==> src/rtl/sreg_universal_if.sv <==
// Bus bundle for the universal shift register.
// The master drives the control and data inputs and reads back the register state.
interface sreg_universal_if #(
   parameter int WIDTH = 8,
   parameter int CW    = $clog2(WIDTH + 1)
);
   logic             en;
   logic [1:0]       mode;
   logic             rot;
   logic             sin_r;
   logic             sin_l;
   logic [WIDTH-1:0] pin;
   logic [WIDTH-1:0] q;
   logic             sout_r;
   logic             sout_l;
   logic [CW-1:0]    cnt;
   logic             done;

   modport master (
      output en, mode, rot, sin_r, sin_l, pin,
      input  q, sout_r, sout_l, cnt, done
   );

   modport slave (
      input  en, mode, rot, sin_r, sin_l, pin,
      output q, sout_r, sout_l, cnt, done
   );
endinterface

==> src/rtl/sreg_universal.sv <==
// Universal shift register: hold, shift right, shift left or parallel load.
// Shifts either rotate or take a serial input. A saturating counter tracks
// the shifts since the last load or reset, and done pulses for one cycle
// when a full frame of WIDTH shifts completes.
module sreg_universal #(
   parameter int WIDTH = 8,
   parameter int CW    = $clog2(WIDTH + 1)
) (
   input logic             sys_clk,
   input logic             sys_rst,
   sreg_universal_if.slave bus
);

   localparam logic [1:0] MODE_HOLD  = 2'b00;
   localparam logic [1:0] MODE_RIGHT = 2'b01;
   localparam logic [1:0] MODE_LEFT  = 2'b10;
   localparam logic [1:0] MODE_LOAD  = 2'b11;

   localparam logic [CW-1:0] CNT_FULL = CW'(WIDTH);
   localparam logic [CW-1:0] CNT_LAST = CW'(WIDTH - 1);

   logic [WIDTH-1:0] q_p0;
   logic [CW-1:0]    cnt_p0;
   logic             done_p0;

   // Right shift: the fill bit enters at the MSB.
   function automatic logic [WIDTH-1:0] shift_right(input logic [WIDTH-1:0] v,
                                                    input logic             fill);
      return {fill, v[WIDTH-1:1]};
   endfunction

   // Left shift: the fill bit enters at the LSB.
   function automatic logic [WIDTH-1:0] shift_left(input logic [WIDTH-1:0] v,
                                                   input logic             fill);
      return {v[WIDTH-2:0], fill};
   endfunction

   // Saturating shift counter; it never wraps back to zero.
   function automatic logic [CW-1:0] cnt_inc(input logic [CW-1:0] c);
      return (c == CNT_FULL) ? c : c + CW'(1);
   endfunction

   // Register, counter and frame pulse. Reset wins over enable, and enable wins over mode.
   always_ff @(posedge sys_clk) begin
      if (sys_rst) begin
         q_p0    <= '0;
         cnt_p0  <= '0;
         done_p0 <= 1'b0;
      end else if (!bus.en) begin
         done_p0 <= 1'b0;
      end else begin
         case (bus.mode)
            MODE_RIGHT: begin
               q_p0    <= shift_right(q_p0, bus.rot ? q_p0[0] : bus.sin_r);
               cnt_p0  <= cnt_inc(cnt_p0);
               done_p0 <= (cnt_p0 == CNT_LAST);
            end
            MODE_LEFT: begin
               q_p0    <= shift_left(q_p0, bus.rot ? q_p0[WIDTH-1] : bus.sin_l);
               cnt_p0  <= cnt_inc(cnt_p0);
               done_p0 <= (cnt_p0 == CNT_LAST);
            end
            MODE_LOAD: begin
               q_p0    <= bus.pin;
               cnt_p0  <= '0;
               done_p0 <= 1'b0;
            end
            MODE_HOLD: begin
               done_p0 <= 1'b0;
            end
            default: begin
               done_p0 <= 1'b0;
            end
         endcase
      end
   end

   assign bus.q      = q_p0;
   assign bus.cnt    = cnt_p0;
   assign bus.done   = done_p0;
   // The serial outputs are taken straight from the end bits of the register.
   assign bus.sout_r = q_p0[0];
   assign bus.sout_l = q_p0[WIDTH-1];

endmodule

==> src/flat_wrapper.sv <==
// flat-port wrapper written by rule: the top's interface ports become plain ports
module sreg_universal_flat 
#(
   parameter int WIDTH = 8,
   parameter int CW    = $clog2(WIDTH + 1)
)
  (sys_clk, sys_rst, bus_en, bus_mode, bus_rot, bus_sin_r, bus_sin_l, bus_pin, bus_q, bus_sout_r, bus_sout_l, bus_cnt, bus_done);
  sreg_universal_if #(.WIDTH(WIDTH), .CW(CW)) bus_i ();
  input logic sys_clk;
  input logic sys_rst;
  input wire logic [$bits(bus_i.en)-1:0] bus_en;
  input wire logic [$bits(bus_i.mode)-1:0] bus_mode;
  input wire logic [$bits(bus_i.rot)-1:0] bus_rot;
  input wire logic [$bits(bus_i.sin_r)-1:0] bus_sin_r;
  input wire logic [$bits(bus_i.sin_l)-1:0] bus_sin_l;
  input wire logic [$bits(bus_i.pin)-1:0] bus_pin;
  output wire logic [$bits(bus_i.q)-1:0] bus_q;
  output wire logic [$bits(bus_i.sout_r)-1:0] bus_sout_r;
  output wire logic [$bits(bus_i.sout_l)-1:0] bus_sout_l;
  output wire logic [$bits(bus_i.cnt)-1:0] bus_cnt;
  output wire logic [$bits(bus_i.done)-1:0] bus_done;
  assign bus_i.en = bus_en;
  assign bus_i.mode = bus_mode;
  assign bus_i.rot = bus_rot;
  assign bus_i.sin_r = bus_sin_r;
  assign bus_i.sin_l = bus_sin_l;
  assign bus_i.pin = bus_pin;
  assign bus_q = bus_i.q;
  assign bus_sout_r = bus_i.sout_r;
  assign bus_sout_l = bus_i.sout_l;
  assign bus_cnt = bus_i.cnt;
  assign bus_done = bus_i.done;
  sreg_universal #(.WIDTH(WIDTH), .CW(CW)) u_core (.sys_clk(sys_clk), .sys_rst(sys_rst), .bus(bus_i));
endmodule
==> config.mk <==
export PLATFORM = sky130hd
export DESIGN_NAME = sreg_universal_flat
export DESIGN_NICKNAME = d
export VERILOG_FILES = /design/src/rtl/sreg_universal_if.sv /design/src/rtl/sreg_universal.sv /design/src/flat_wrapper.sv
export SDC_FILE = /design/constraint.sdc
export NUM_CORES = 1
export LEC_CHECK = 0
export BUFFER_PORTS_ARGS = -buffer_cell sky130_fd_sc_hd__buf_2
export CORE_UTILIZATION = 40
export DETAILED_ROUTE_END_ITERATION = 7
export PLACE_DENSITY = 0.71
export SETUP_SLACK_MARGIN = 0.4
export SYNTH_ARGS = -nofsm -noshare
export SYNTH_HDL_FRONTEND = slang
export SYNTH_SLANG_ARGS = --single-unit
==> constraint.sdc <==
create_clock -name sys_clk -period 1.6 [get_ports sys_clk]
set_clock_uncertainty 0.2 [all_clocks]
set_input_delay 0.32 -clock sys_clk [delete_from_list [all_inputs] [get_ports sys_clk]]
set_output_delay 0.32 -clock sys_clk [all_outputs]
set_load 0.005 [all_outputs]
==> impl_metrics.yaml <==
run_status:
  status: "complete, no violations"
routing:
  wl_mm: 2.60
  viasPerCell: 5.45
  vias: 921
  firstDrtPassIters: 4
  dr.first_iter.drc_count: 30
  wl_per_cell_um: 15.4
  antenna_left: 0
  drc_errors: 0
timing:
  fmax_mhz: 633
  finalMaxSlewViolations: 0
  worst_slew_pin_slew_ns: 0.300
  hold_ws_ns: 0.162
  layout_min_cycle_time_ns: 1.58
  finalHoldViolCount: 0
  final.setup.worst_slack_ns: 0.0192
  rsz0062_at_grt: "yes"
  finalSetupViolCount: 0
  slew_headroom: 0.798
  finalCritPeriodShare: 0.988
finish:
  final_cell_mix: "23 x buf_2, 20 x buf_4, 13 x buf_6"
  layout_commonest_cell: "buf_2"
  layout.nets: 166
  utilization: 0.799
  seq_area_um2: 278
  antennaDiodeCount: 0
  fill_cells: 118
  area_growth_pct: 87.6
  finalInstanceArea_mm2: 0.00138
  layout-drive-gt1-share: 0.674
  multi_input_area_um2: 549
die:
  ios: 31
  die_w_um: 44.9
  initial_core_util: 0.426
  coreArea_mm2: 0.00173
  die_h_um: 44.9
  dieArea_mm2: 0.00201
  rows: 15
power_and_ir_drop:
  p_clk_frac: 0.248
  internal_power_uw: 587
  swShare: 0.292
  powerDensity_mw_per_mm2: 601
  power.switching_uw: 242
  p_leak_uw: 0.000586
  seqPwrFrac: 0.433
  vdd_ir_drop_max_uv: 399
  power_frac_comb: 0.320
clocking:
  clk_pin_slew_ns: 0.08
  clockRootBuffer: "clkbuf_4"
  tritoncts: "yes"
  cts_buffers: 3
  clk_latency_ns: 0.27
  cts.sinks: 13
  cts_buffer_depth: 2
  ctsHtreeMaxLevel: 1
  cts_hold_buf: 0
placement:
  post-dp-hpwl_mm: 1.41
  place_ws_ns: -0.221
  place.gp.congestion: 0.845
  placed_cell_area_mm2: 0.00102
  port-buffer-count: 30
critical_path:
  critPathKind: "flop to flop"
  critPathSlowestCell: "dfxtp_4"
  critPathMaxFanout: 4
  critPathLaunchType: "flop"
  critical_path.max_stage_delay_ns: 0.37
  cp_common_cell: "buf_6"
  cp-end-kind: "flop"
  crit_buf_inv: 3
  crit_family: "flip-flops"
  worstPathArrival_ns: 1.54
  worstPathRequired_ns: 1.55
  cp_cell_sequence: "inv_4 > ha_4 > and4b_4 > buf_6 > buf_6 > o31ai_4 > a21oi_2"
global_route:
  grt_pass1_wl_mm: 3.68
  antenna_found_initial: 0
  grt_pass1_vias: 811
  grt_start_max_net_pins: 14
  overflow: 0
  grt_usage: 0.251
yosys:
  synthCells: 87
  ys_async_sr_fraction: 0
  synth_edf_count: 0
  synth_top_area_cell: "dfxtp_1"
  synth_top_area_share: 0.354
  yosys_warnings: 0
  yosysSeqAreaShare: 0.354
  yosys-top-cells-area: "dfxtp_1 35%, ha_1 8.5%, a311oi_1 8.3%"
  ys_types: 27
  synth-seq-cells: 13
  synth.avg_cell_area_um2: 8.46
  dominantRegCellSynth: "dfxtp_1"
  netlist_area_um2: 736
  syn_nets: 108
min_path:
  hold_class: "input pin to flop"
run:
  max-cap-violations: 0
## tightest hold or removal path, delay by kind of cell
| kind | cells | cell delay, ns |
|---|---|---|
| simple gates | 2 | 0.16 |
| buf+inv | 1 | 0.11 |
## area by class of cell
type / instances / area share
timing repair buffer: 60 / 0.343
sequential: 13 / 0.201
tap: 25 / 0.0227
clock buffer: 4 / 0.0190
inverter: 4 / 0.0163
multi-input combinational: 63 / 0.398
## per-stage QoR
step,setup TNS (ns),total power [uW],cells
3_3_place_gp,-0.794,531,149
6_report,0,829,169
2_1_floorplan,-0.0436,465,87
4_1_cts,0,794,165
3_5_place_dp,-1.15,535,149
5_1_grt,-0.0610,870,169
## worst paths after layout
| kind | start | to | slack (ns) | cells after the start |
|---|---|---|---|---|
| worst max-delay path | u_core.bus.cnt[0]$_SDFFE_PP0P_ | u_core.bus.cnt[3]$_SDFFE_PP0P_ | 0.02 | 7 |
| worst min-delay path | bus_en | u_core.bus.done$_SDFF_PP0_ | 0.16 | 3 |
| worst max register to register | u_core.bus.cnt[0]$_SDFFE_PP0P_ | u_core.bus.cnt[3]$_SDFFE_PP0P_ | 0.02 | 7 |
| worst min register to register | u_core.bus.cnt[3]$_SDFFE_PP0P_ | u_core.bus.done$_SDFF_PP0_ | 0.38 | 2 |
## power groups by stage
| stage | Sequential (uW) | Combinational, uW | Clock [uW] |
|---|---|---|---|
| detailed placement | 366 | 169 | 0 |
| finish | 359 | 265 | 205 |
| global placement | 365 | 165 | 0 |
| global route | 362 | 289 | 220 |
| CTS | 356 | 231 | 208 |
| floorplan | 368 | 96.6 | 0 |
## per-layer routing
layer | vias to the layer above | track usage | share of wire | routed length (um)
li1 | 442 | - | - | -
met1 | 437 | 0.344 | 0.43 | 1120
met2 | 36 | 0.391 | 0.51 | 1310
met3 | 6 | 0.0240 | 0.045 | 116
met4 | 0 | 0.133 | 0.019 | 50
met5 | - | 0 | 0 | 0
## cell families after synthesis
logic type | count (synthesis) | share of synthesized area
and+or+nand+nor | 30 | 0.211
AOI/OAI and AO/OA | 26 | 0.252
DFF | 13 | 0.354
buffers and inverters | 11 | 0.0680
adders and majority gates | 5 | 0.0850
muxes | 2 | 0.0306
## synthesized netlist by cell type (2+ instances only)
library cell / n
mux2_2: 2
nor3_1: 2
inv_1: 4
buf_4: 2
o21ai_0: 4
nor2_1: 9
a21oi_1: 3
a311oi_1: 7
nand2_1: 9
nand3_1: 2
a31oi_1: 2
a22oi_1: 7
ha_1: 5
dfxtp_1: 13
clkbuf_1: 4
## state kept, by name, summed over array words and instances, names as in the netlist
name,cells
u_core.bus.cnt,4
u_core.bus.q,8
u_core.bus.done,1
## repair_timing
action | 4_1_cts | 5_1_grt
endpoints found under the hold margin | 0 | 0
buffers inserted | 11 | 4
pin swaps | 15 | 8
setup endpoints to repair | 27 | 28
cloned | 1 | 0
resized for setup | 38 | 16
Power figures use the tool's default switching activity.
